==> config.mk <==
export PLATFORM = sky130hd
export DESIGN_NAME = multicycle_control
export DESIGN_NICKNAME = d
export VERILOG_FILES = /design/src/rtl/multicycle_control_pkg.sv /design/src/rtl/control_wait_timer.sv /design/src/rtl/multicycle_control.sv
export SDC_FILE = /design/constraint.sdc
export NUM_CORES = 1
export LEC_CHECK = 0
export CAP_MARGIN = 40
export CELL_PAD_IN_SITES_DETAIL_PLACEMENT = 2
export CELL_PAD_IN_SITES_GLOBAL_PLACEMENT = 2
export CORE_MARGIN = 4
export CORE_UTILIZATION = 27
export DETAILED_ROUTE_END_ITERATION = 10
export PLACE_DENSITY = 0.95
export SLEW_MARGIN = 20
export SYNTH_ARGS = -nofsm -noshare
export SYNTH_HDL_FRONTEND = slang
export SYNTH_HIERARCHICAL = 1
export SYNTH_SLANG_ARGS = --single-unit
==> constraint.sdc <==
create_clock -name clk -period 9.4 [get_ports clk]
set_input_delay 0.94 -clock clk [delete_from_list [all_inputs] [get_ports clk]]
set_output_delay 0.94 -clock clk [all_outputs]
set_load 0.02 [all_outputs]
==> src/rtl/multicycle_control_pkg.sv <==
// Shared definitions for the multi-cycle RISC-V control unit:
// opcodes, state encoding, ALU operation codes and ALU operand selects.
package multicycle_control_pkg;

  localparam logic [6:0] OPC_R_TYPE       = 7'b0110011;
  localparam logic [6:0] OPC_I_TYPE_LOGIC = 7'b0010011;
  localparam logic [6:0] OPC_LOAD         = 7'b0000011;
  localparam logic [6:0] OPC_STORE        = 7'b0100011;
  localparam logic [6:0] OPC_BRANCH       = 7'b1100011;
  localparam logic [6:0] OPC_JAL          = 7'b1101111;

  typedef enum logic [3:0] {
    ST_FETCH     = 4'd0,
    ST_DECODE    = 4'd1,
    ST_MEM_ADDR  = 4'd2,
    ST_MEM_READ  = 4'd3,
    ST_MEM_WB    = 4'd4,
    ST_MEM_WRITE = 4'd5,
    ST_EXEC_R    = 4'd6,
    ST_EXEC_I    = 4'd7,
    ST_ALU_WB    = 4'd8,
    ST_BRANCH    = 4'd9,
    ST_JAL       = 4'd10,
    ST_TRAP      = 4'd11
  } state_t;

  localparam logic [2:0] ALU_OP_RTYPE  = 3'b000;
  localparam logic [2:0] ALU_OP_ILOGIC = 3'b001;
  localparam logic [2:0] ALU_OP_ADD    = 3'b010;
  localparam logic [2:0] ALU_OP_BRANCH = 3'b011;

  localparam logic [1:0] SRC_A_PC     = 2'b00;
  localparam logic [1:0] SRC_A_OLD_PC = 2'b01;
  localparam logic [1:0] SRC_A_RS1    = 2'b10;

  localparam logic [1:0] SRC_B_RS2  = 2'b00;
  localparam logic [1:0] SRC_B_FOUR = 2'b01;
  localparam logic [1:0] SRC_B_IMM  = 2'b10;

  // States that hold a memory request open until the memory answers
  function automatic logic is_wait_state(input state_t s);
    return (s == ST_FETCH) || (s == ST_MEM_READ) || (s == ST_MEM_WRITE);
  endfunction

endpackage

==> src/rtl/control_wait_timer.sv <==
// Memory-wait watchdog. Loaded with MEM_TIMEOUT on clear and counted down
// once per waiting cycle; expired flags the waiting cycle that would make
// the elapsed wait reach MEM_TIMEOUT. MEM_TIMEOUT = 0 disables it.
module control_wait_timer #(
  parameter int MEM_TIMEOUT = 15
) (
  input  logic clk,
  input  logic clear,
  input  logic enable,
  output logic expired
);

  localparam int CW = (MEM_TIMEOUT > 0) ? $clog2(MEM_TIMEOUT + 1) : 1;
  localparam logic [CW-1:0] LOAD_VAL = CW'(MEM_TIMEOUT);

  logic [CW-1:0] remain;

  // Down-counter: reload on clear, decrement while waiting, stop at zero
  always_ff @(posedge clk) begin
    if (clear) begin
      remain <= LOAD_VAL;
    end else if (enable && (remain != '0)) begin
      remain <= remain - 1'b1;
    end
  end

  assign expired = (MEM_TIMEOUT > 0) && enable && (remain == CW'(1));

endmodule

==> src/rtl/multicycle_control.sv <==
// Multi-cycle RISC-V control FSM driving the datapath muxes and enables.
// Optional retired-instruction counter: define MULTICYCLE_CONTROL_PERF_CNT_EN.
//
// state     | meaning
// FETCH     | read instruction at PC, load IR and PC+4 on ready
// DECODE    | compute branch target, dispatch on opcode
// MEM_ADDR  | compute load/store address rs1+imm
// MEM_READ  | data read, wait for ready
// MEM_WB    | write loaded data to register file
// MEM_WRITE | data write, wait for ready
// EXEC_R    | ALU rs1 op rs2
// EXEC_I    | ALU rs1 op imm
// ALU_WB    | write ALU result to register file
// BRANCH    | compare rs1/rs2, conditional PC update
// JAL       | PC jump and link write
// TRAP      | illegal opcode or memory timeout, held until reset
module multicycle_control
  import multicycle_control_pkg::*;
#(
  parameter int ALU_OP_WIDTH = 3,
  parameter int MEM_TIMEOUT  = 15
`ifdef MULTICYCLE_CONTROL_PERF_CNT_EN
  , parameter int CNT_WIDTH  = 32
`endif
) (
  input  logic                    clk,
  input  logic                    reset,
  input  logic [6:0]              OP_i,
  input  logic                    Mem_Ready_i,
  output logic                    PC_Write_o,
  output logic                    IR_Write_o,
  output logic                    I_or_D_o,
  output logic                    Mem_Read_o,
  output logic                    Mem_Write_o,
  output logic                    Mem_to_Reg_o,
  output logic                    Reg_Write_o,
  output logic [1:0]              ALU_Src_A_o,
  output logic [1:0]              ALU_Src_B_o,
  output logic [ALU_OP_WIDTH-1:0] ALU_Op_o,
  output logic                    Branch_o,
  output logic                    Illegal_o,
  output logic                    Timeout_o,
  output logic [3:0]              State_o
`ifdef MULTICYCLE_CONTROL_PERF_CNT_EN
  , output logic [CNT_WIDTH-1:0]  Instr_Count_o
`endif
);

  state_t state_q, state_d;
  logic   illegal_q, timeout_q;
  logic   illegal_set;
  logic   wait_en, wait_clear, wait_expired;
  logic   pc_write, ir_write, i_or_d, mem_read, mem_write, mem_to_reg, reg_write, branch;
  logic [1:0] src_a, src_b;
  logic [2:0] alu_op;

  assign wait_en    = is_wait_state(state_q) && !Mem_Ready_i;
  assign wait_clear = reset || (state_d != state_q);

  control_wait_timer #(.MEM_TIMEOUT(MEM_TIMEOUT)) u_wait_timer (
    .clk     (clk),
    .clear   (wait_clear),
    .enable  (wait_en),
    .expired (wait_expired)
  );

  // State register
  always_ff @(posedge clk) begin
    if (reset) state_q <= ST_FETCH;
    else       state_q <= state_d;
  end

  // Sticky trap cause flags
  always_ff @(posedge clk) begin
    if (reset) begin
      illegal_q <= 1'b0;
      timeout_q <= 1'b0;
    end else begin
      if (illegal_set)  illegal_q <= 1'b1;
      if (wait_expired) timeout_q <= 1'b1;
    end
  end

  // Next-state logic; a ready in the expiry cycle takes priority over the trap
  always_comb begin
    state_d     = state_q;
    illegal_set = 1'b0;
    case (state_q)
      ST_FETCH: begin
        if (Mem_Ready_i)       state_d = ST_DECODE;
        else if (wait_expired) state_d = ST_TRAP;
      end
      ST_DECODE: begin
        case (OP_i)
          OPC_LOAD, OPC_STORE: state_d = ST_MEM_ADDR;
          OPC_R_TYPE:          state_d = ST_EXEC_R;
          OPC_I_TYPE_LOGIC:    state_d = ST_EXEC_I;
          OPC_BRANCH:          state_d = ST_BRANCH;
          OPC_JAL:             state_d = ST_JAL;
          default: begin
            state_d     = ST_TRAP;
            illegal_set = 1'b1;
          end
        endcase
      end
      ST_MEM_ADDR: state_d = (OP_i == OPC_STORE) ? ST_MEM_WRITE : ST_MEM_READ;
      ST_MEM_READ: begin
        if (Mem_Ready_i)       state_d = ST_MEM_WB;
        else if (wait_expired) state_d = ST_TRAP;
      end
      ST_MEM_WRITE: begin
        if (Mem_Ready_i)       state_d = ST_FETCH;
        else if (wait_expired) state_d = ST_TRAP;
      end
      ST_MEM_WB, ST_ALU_WB, ST_BRANCH, ST_JAL: state_d = ST_FETCH;
      ST_EXEC_R, ST_EXEC_I:                     state_d = ST_ALU_WB;
      ST_TRAP:                                  state_d = ST_TRAP;
      default:                                  state_d = ST_FETCH;
    endcase
  end

  // Output decode; everything is forced low while reset is asserted
  always_comb begin
    pc_write   = 1'b0;
    ir_write   = 1'b0;
    i_or_d     = 1'b0;
    mem_read   = 1'b0;
    mem_write  = 1'b0;
    mem_to_reg = 1'b0;
    reg_write  = 1'b0;
    branch     = 1'b0;
    src_a      = SRC_A_PC;
    src_b      = SRC_B_RS2;
    alu_op     = ALU_OP_RTYPE;
    case (state_q)
      ST_FETCH: begin
        mem_read = 1'b1;
        if (Mem_Ready_i) begin
          ir_write = 1'b1;
          pc_write = 1'b1;
          src_a    = SRC_A_PC;
          src_b    = SRC_B_FOUR;
          alu_op   = ALU_OP_ADD;
        end
      end
      ST_DECODE: begin
        src_a  = SRC_A_OLD_PC;
        src_b  = SRC_B_IMM;
        alu_op = ALU_OP_ADD;
      end
      ST_MEM_ADDR: begin
        src_a  = SRC_A_RS1;
        src_b  = SRC_B_IMM;
        alu_op = ALU_OP_ADD;
      end
      ST_MEM_READ: begin
        i_or_d   = 1'b1;
        mem_read = 1'b1;
      end
      ST_MEM_WB: begin
        reg_write  = 1'b1;
        mem_to_reg = 1'b1;
      end
      ST_MEM_WRITE: begin
        i_or_d    = 1'b1;
        mem_write = 1'b1;
      end
      ST_EXEC_R: begin
        src_a  = SRC_A_RS1;
        src_b  = SRC_B_RS2;
        alu_op = ALU_OP_RTYPE;
      end
      ST_EXEC_I: begin
        src_a  = SRC_A_RS1;
        src_b  = SRC_B_IMM;
        alu_op = ALU_OP_ILOGIC;
      end
      ST_ALU_WB: reg_write = 1'b1;
      ST_BRANCH: begin
        src_a  = SRC_A_RS1;
        src_b  = SRC_B_RS2;
        alu_op = ALU_OP_BRANCH;
        branch = 1'b1;
      end
      ST_JAL: begin
        pc_write  = 1'b1;
        reg_write = 1'b1;
      end
      default: ;
    endcase
    if (reset) begin
      pc_write   = 1'b0;
      ir_write   = 1'b0;
      i_or_d     = 1'b0;
      mem_read   = 1'b0;
      mem_write  = 1'b0;
      mem_to_reg = 1'b0;
      reg_write  = 1'b0;
      branch     = 1'b0;
      src_a      = 2'b00;
      src_b      = 2'b00;
      alu_op     = 3'b000;
    end
  end

  assign PC_Write_o   = pc_write;
  assign IR_Write_o   = ir_write;
  assign I_or_D_o     = i_or_d;
  assign Mem_Read_o   = mem_read;
  assign Mem_Write_o  = mem_write;
  assign Mem_to_Reg_o = mem_to_reg;
  assign Reg_Write_o  = reg_write;
  assign ALU_Src_A_o  = src_a;
  assign ALU_Src_B_o  = src_b;
  assign ALU_Op_o     = ALU_OP_WIDTH'(alu_op);
  assign Branch_o     = branch;
  assign Illegal_o    = illegal_q & ~reset;
  assign Timeout_o    = timeout_q & ~reset;
  assign State_o      = reset ? 4'd0 : state_q;

`ifdef MULTICYCLE_CONTROL_PERF_CNT_EN
  logic [CNT_WIDTH-1:0] instr_cnt_q;
  logic                 instr_done;

  assign instr_done = (state_q == ST_ALU_WB) || (state_q == ST_MEM_WB) ||
                      (state_q == ST_BRANCH) || (state_q == ST_JAL) ||
                      ((state_q == ST_MEM_WRITE) && Mem_Ready_i);

  // Retired-instruction counter, bumped on the last cycle of each instruction
  always_ff @(posedge clk) begin
    if (reset)           instr_cnt_q <= '0;
    else if (instr_done) instr_cnt_q <= instr_cnt_q + 1'b1;
  end

  assign Instr_Count_o = instr_cnt_q;
`endif

endmodule
==> results.yml <==
final_layout:
  drive_above_1_share_pct: 7.50
  mostFrequentLayoutCells: "29 x clkdlybuf4s50_1, 25 x nor2_1, 10 x dfxtp_1, 9 x nor3_1, 7 x nor2b_1"
  final_cell_count_no_fill: 206
  nNetsFinal: 174
  layout_commonest_cell: "clkdlybuf4s50_1"
  fill_cells: 412
  diodes: 0
  stdcell_area_um2: 1340
  area_delta_synth_final_pct: 33.9
cts:
  cts_made_buffers: 3
  postCtsSetupRepairBufs: 0
  clk_path_buf_depth: 2
  clk_pin_slew_ns: 0.04
  clock-root-buffer: "clkbuf_8"
  cts_hold_buf: 0
  insertion_delay_ns: 0.23
  tritoncts: "yes"
  htree_num_levels: 1
  clock_sinks: 10
  cts_resized: 0
run_status:
  run_status: "completed"
die:
  initial_core_util_pct: 28.9
  fp.coreArea_um2: 3470
  die_w_um: 68.9
  design.die.area_um2: 4750
  rows: 21
  dieHeight_um: 68.9
  io_pins: 31
detailed_routing:
  met1_length_mm: 1.45
  wl_met2_mm: 1.92
  vias: 1137
  highest_layer: "met3"
  route.met3.wl_um: 178
  drc_errors: 0
  routed_wl_mm: 3.55
  drt-initial-drc-count: 63
  routed_via_density: 5.52
  wl_per_cell_um: 17.2
  postRouteAntennaNets: 0
  drt_first_pass_iters: 4
power_and_ir_drop:
  pwr_density_cell_nw_per_um2: 170
  switching_share_pct: 42.9
  p_comb_share_pct: 53.5
  p_int_uw: 130
  p_seq_share_pct: 27.9
  p_switching_uw: 97.4
  p_leak_uw: 0.000475
  vdd_drop_max_v: 0.0000727
  clock_power_share_pct: 18.6
timing:
  drv_slew: 0
  worstMarginPinSlew_ns: 0.848
  fin_setup_tns_ns: 0
  fin_crit_ns: 3.97
  period_share_pct: 42.2
  fmax_mhz: 252
  setup_violations: 0
  skew_ns: 0.00138
  rsz0062_at_grt: "no"
  timing.slew.headroom_pct: 43.4
  hold_viol: 0
grt:
  antenna_found_initial: 0
  grt_max_degree: 30
  grt_pass1_vias: 1187
  grt_usage_pct: 15.4
  gr-total-overflow: 0
  grt_pass1_wl_mm: 5.62
place:
  port_buffers: 29
  dp_hpwl_mm: 2.68
  gp_congestion: 0.759
  dpl.cell_count: 202
  dpl_cell_area_um2: 1280
worst_setup_path:
  rr_startpoint: "state_q[1]$_SDFF_PP0_"
  crit_required_ns: 8.46
  setup.worst_path.end_class: "primary output"
  worstSetupStartpoint: "reset"
  startpoint_type: "input pin"
  cp-endpoint: "I_or_D_o"
  crit_type: "in2out"
  reg2reg_slack_ns: 5.97
  r2r_cells: 11
  rr_endpoint: "u_wait_timer/remain[2]$_SDFFE_PP1P_"
  critical_path_arrival_ns: 3.03
  crit_fanout: 22
synthesis:
  synthAdderAreaFrac_pct: 2.50
  synth-xor-area-share_pct: 2.62
  synth_compound_area_share_pct: 22.6
  synth_edf_count: 0
  ys_types: 51
  yosysSeqAreaShare_pct: 20.0
  syn-cell-area_um2: 1000
  ys.flop_type: "dfxtp_1"
  synth-simple-area-share_pct: 41.5
  avgSynthCellArea_um2: 7.15
  synthCells: 140
  ys_seq_elements: 10
  yosysWarningCount: 6
  synth_nets: 152
  synth_top_family_by_area: "simple AND/OR/NAND/NOR gates"
  synth-async-reset-ratio_pct: 0
  synth.area.mux_share_pct: 2.00
flow_run:
  max_cap_viol_count: 0
hold_path:
  hp-class: "reg2reg"
==> metal layers <==
layer,vias to the layer above,global-route usage (%)
li1,549,-
met5,-,0
met3,0,2.43
met1,562,16.0
met2,26,31.9
met4,0,2.68
==> flip-flops by register name (all words and copies together), names as in the netlist <==
| signal | flops |
|---|---|
| state_q | 4 |
| u_wait_timer/remain | 4 |
| illegal_q | 1 |
| timeout_q | 1 |
==> area by class of cell <==
| type | count | area [um^2] | area share (%) |
|---|---|---|---|
| timing repair buffer | 30 | 305 | 22.8 |
| inverter | 5 | 18.8 | 1.40 |
| sequential | 10 | 200 | 14.9 |
| tap | 46 | 57.6 | 4.30 |
| multi-input combinational | 112 | 717 | 53.5 |
| clock buffer | 3 | 41.3 | 3.08 |
==> stage by stage <==
step | setup slack (ns) | hold WS [ns] | total power [uW] | utilization [%]
after global routing | 5.19 | 0.542 | 247 | 38.6
after detailed placement | 5.38 | 0.449 | 182 | 37.0
after global placement | 5.52 | 0.449 | 175 | 37.0
final | 5.43 | 0.459 | 227 | 38.6
after floorplan | 6.20 | 0.429 | 141 | -
after CTS | 5.37 | 0.464 | 226 | 38.2
==> worst max-delay path: stages <==
cell and delay (ns):
clkdlybuf4s50_1 0.82, nand2b_1 0.41, nor3_1 0.21, clkdlybuf4s50_1 0.64
==> synth_stat cells (3+ instances only) <==
master / n / area share [%]
a211oi_1: 3 / 2.2
o21ai_0: 4 / 2.0
nor4b_1: 4 / 3.5
nand3_1: 3 / 1.5
clkbuf_1: 8 / 3.0
a21oi_1: 5 / 2.5
nand2_1: 6 / 2.2
dfxtp_1: 10 / 20
nor2_1: 25 / 9.4
nand2b_1: 3 / 1.9
nor3_1: 9 / 4.5
nor2b_1: 7 / 4.4
inv_1: 4 / 1.5
==> logic make-up (layout without fill, tap and decap cells) <==
family,count (synthesis),in the layout
buffers and inverters,18,38
AND/OR/NAND/NOR,74,74
flip-flops,10,10
multiplexers,2,2
XOR/XNOR,3,3
AO/OA/AOI/OAI,30,30
other,1,1
adder cells (fa/ha/maj),2,2
==> power by group through the flow <==
| stage | clock network (uW) | registers [uW] | logic (uW) |
|---|---|---|---|
| floorplan | 0 | 51.5 | 89.4 |
| detailed placement | 0 | 71.6 | 111 |
| CTS | 43.4 | 70.9 | 112 |
| finish | 42.3 | 63.4 | 121 |
| global route | 47.3 | 65.2 | 134 |
| global placement | 0 | 70.2 | 104 |
==> worst min path at each step <==
stage                            from                      to  slack (ns)  cells past startpoint
6_report       illegal_q$_SDFFE_PP0P_  illegal_q$_SDFFE_PP0P_        0.46                      2
4_1_cts        illegal_q$_SDFFE_PP0P_  illegal_q$_SDFFE_PP0P_        0.46                      2
3_3_place_gp   timeout_q$_SDFFE_PP0P_  timeout_q$_SDFFE_PP0P_        0.45                      2
2_1_floorplan  illegal_q$_SDFFE_PP0P_  illegal_q$_SDFFE_PP0P_        0.43                      2
5_1_grt        timeout_q$_SDFFE_PP0P_  timeout_q$_SDFFE_PP0P_        0.54                      2
3_5_place_dp   illegal_q$_SDFFE_PP0P_  illegal_q$_SDFFE_PP0P_        0.45                      2
(Power assumes the default switching activity.)
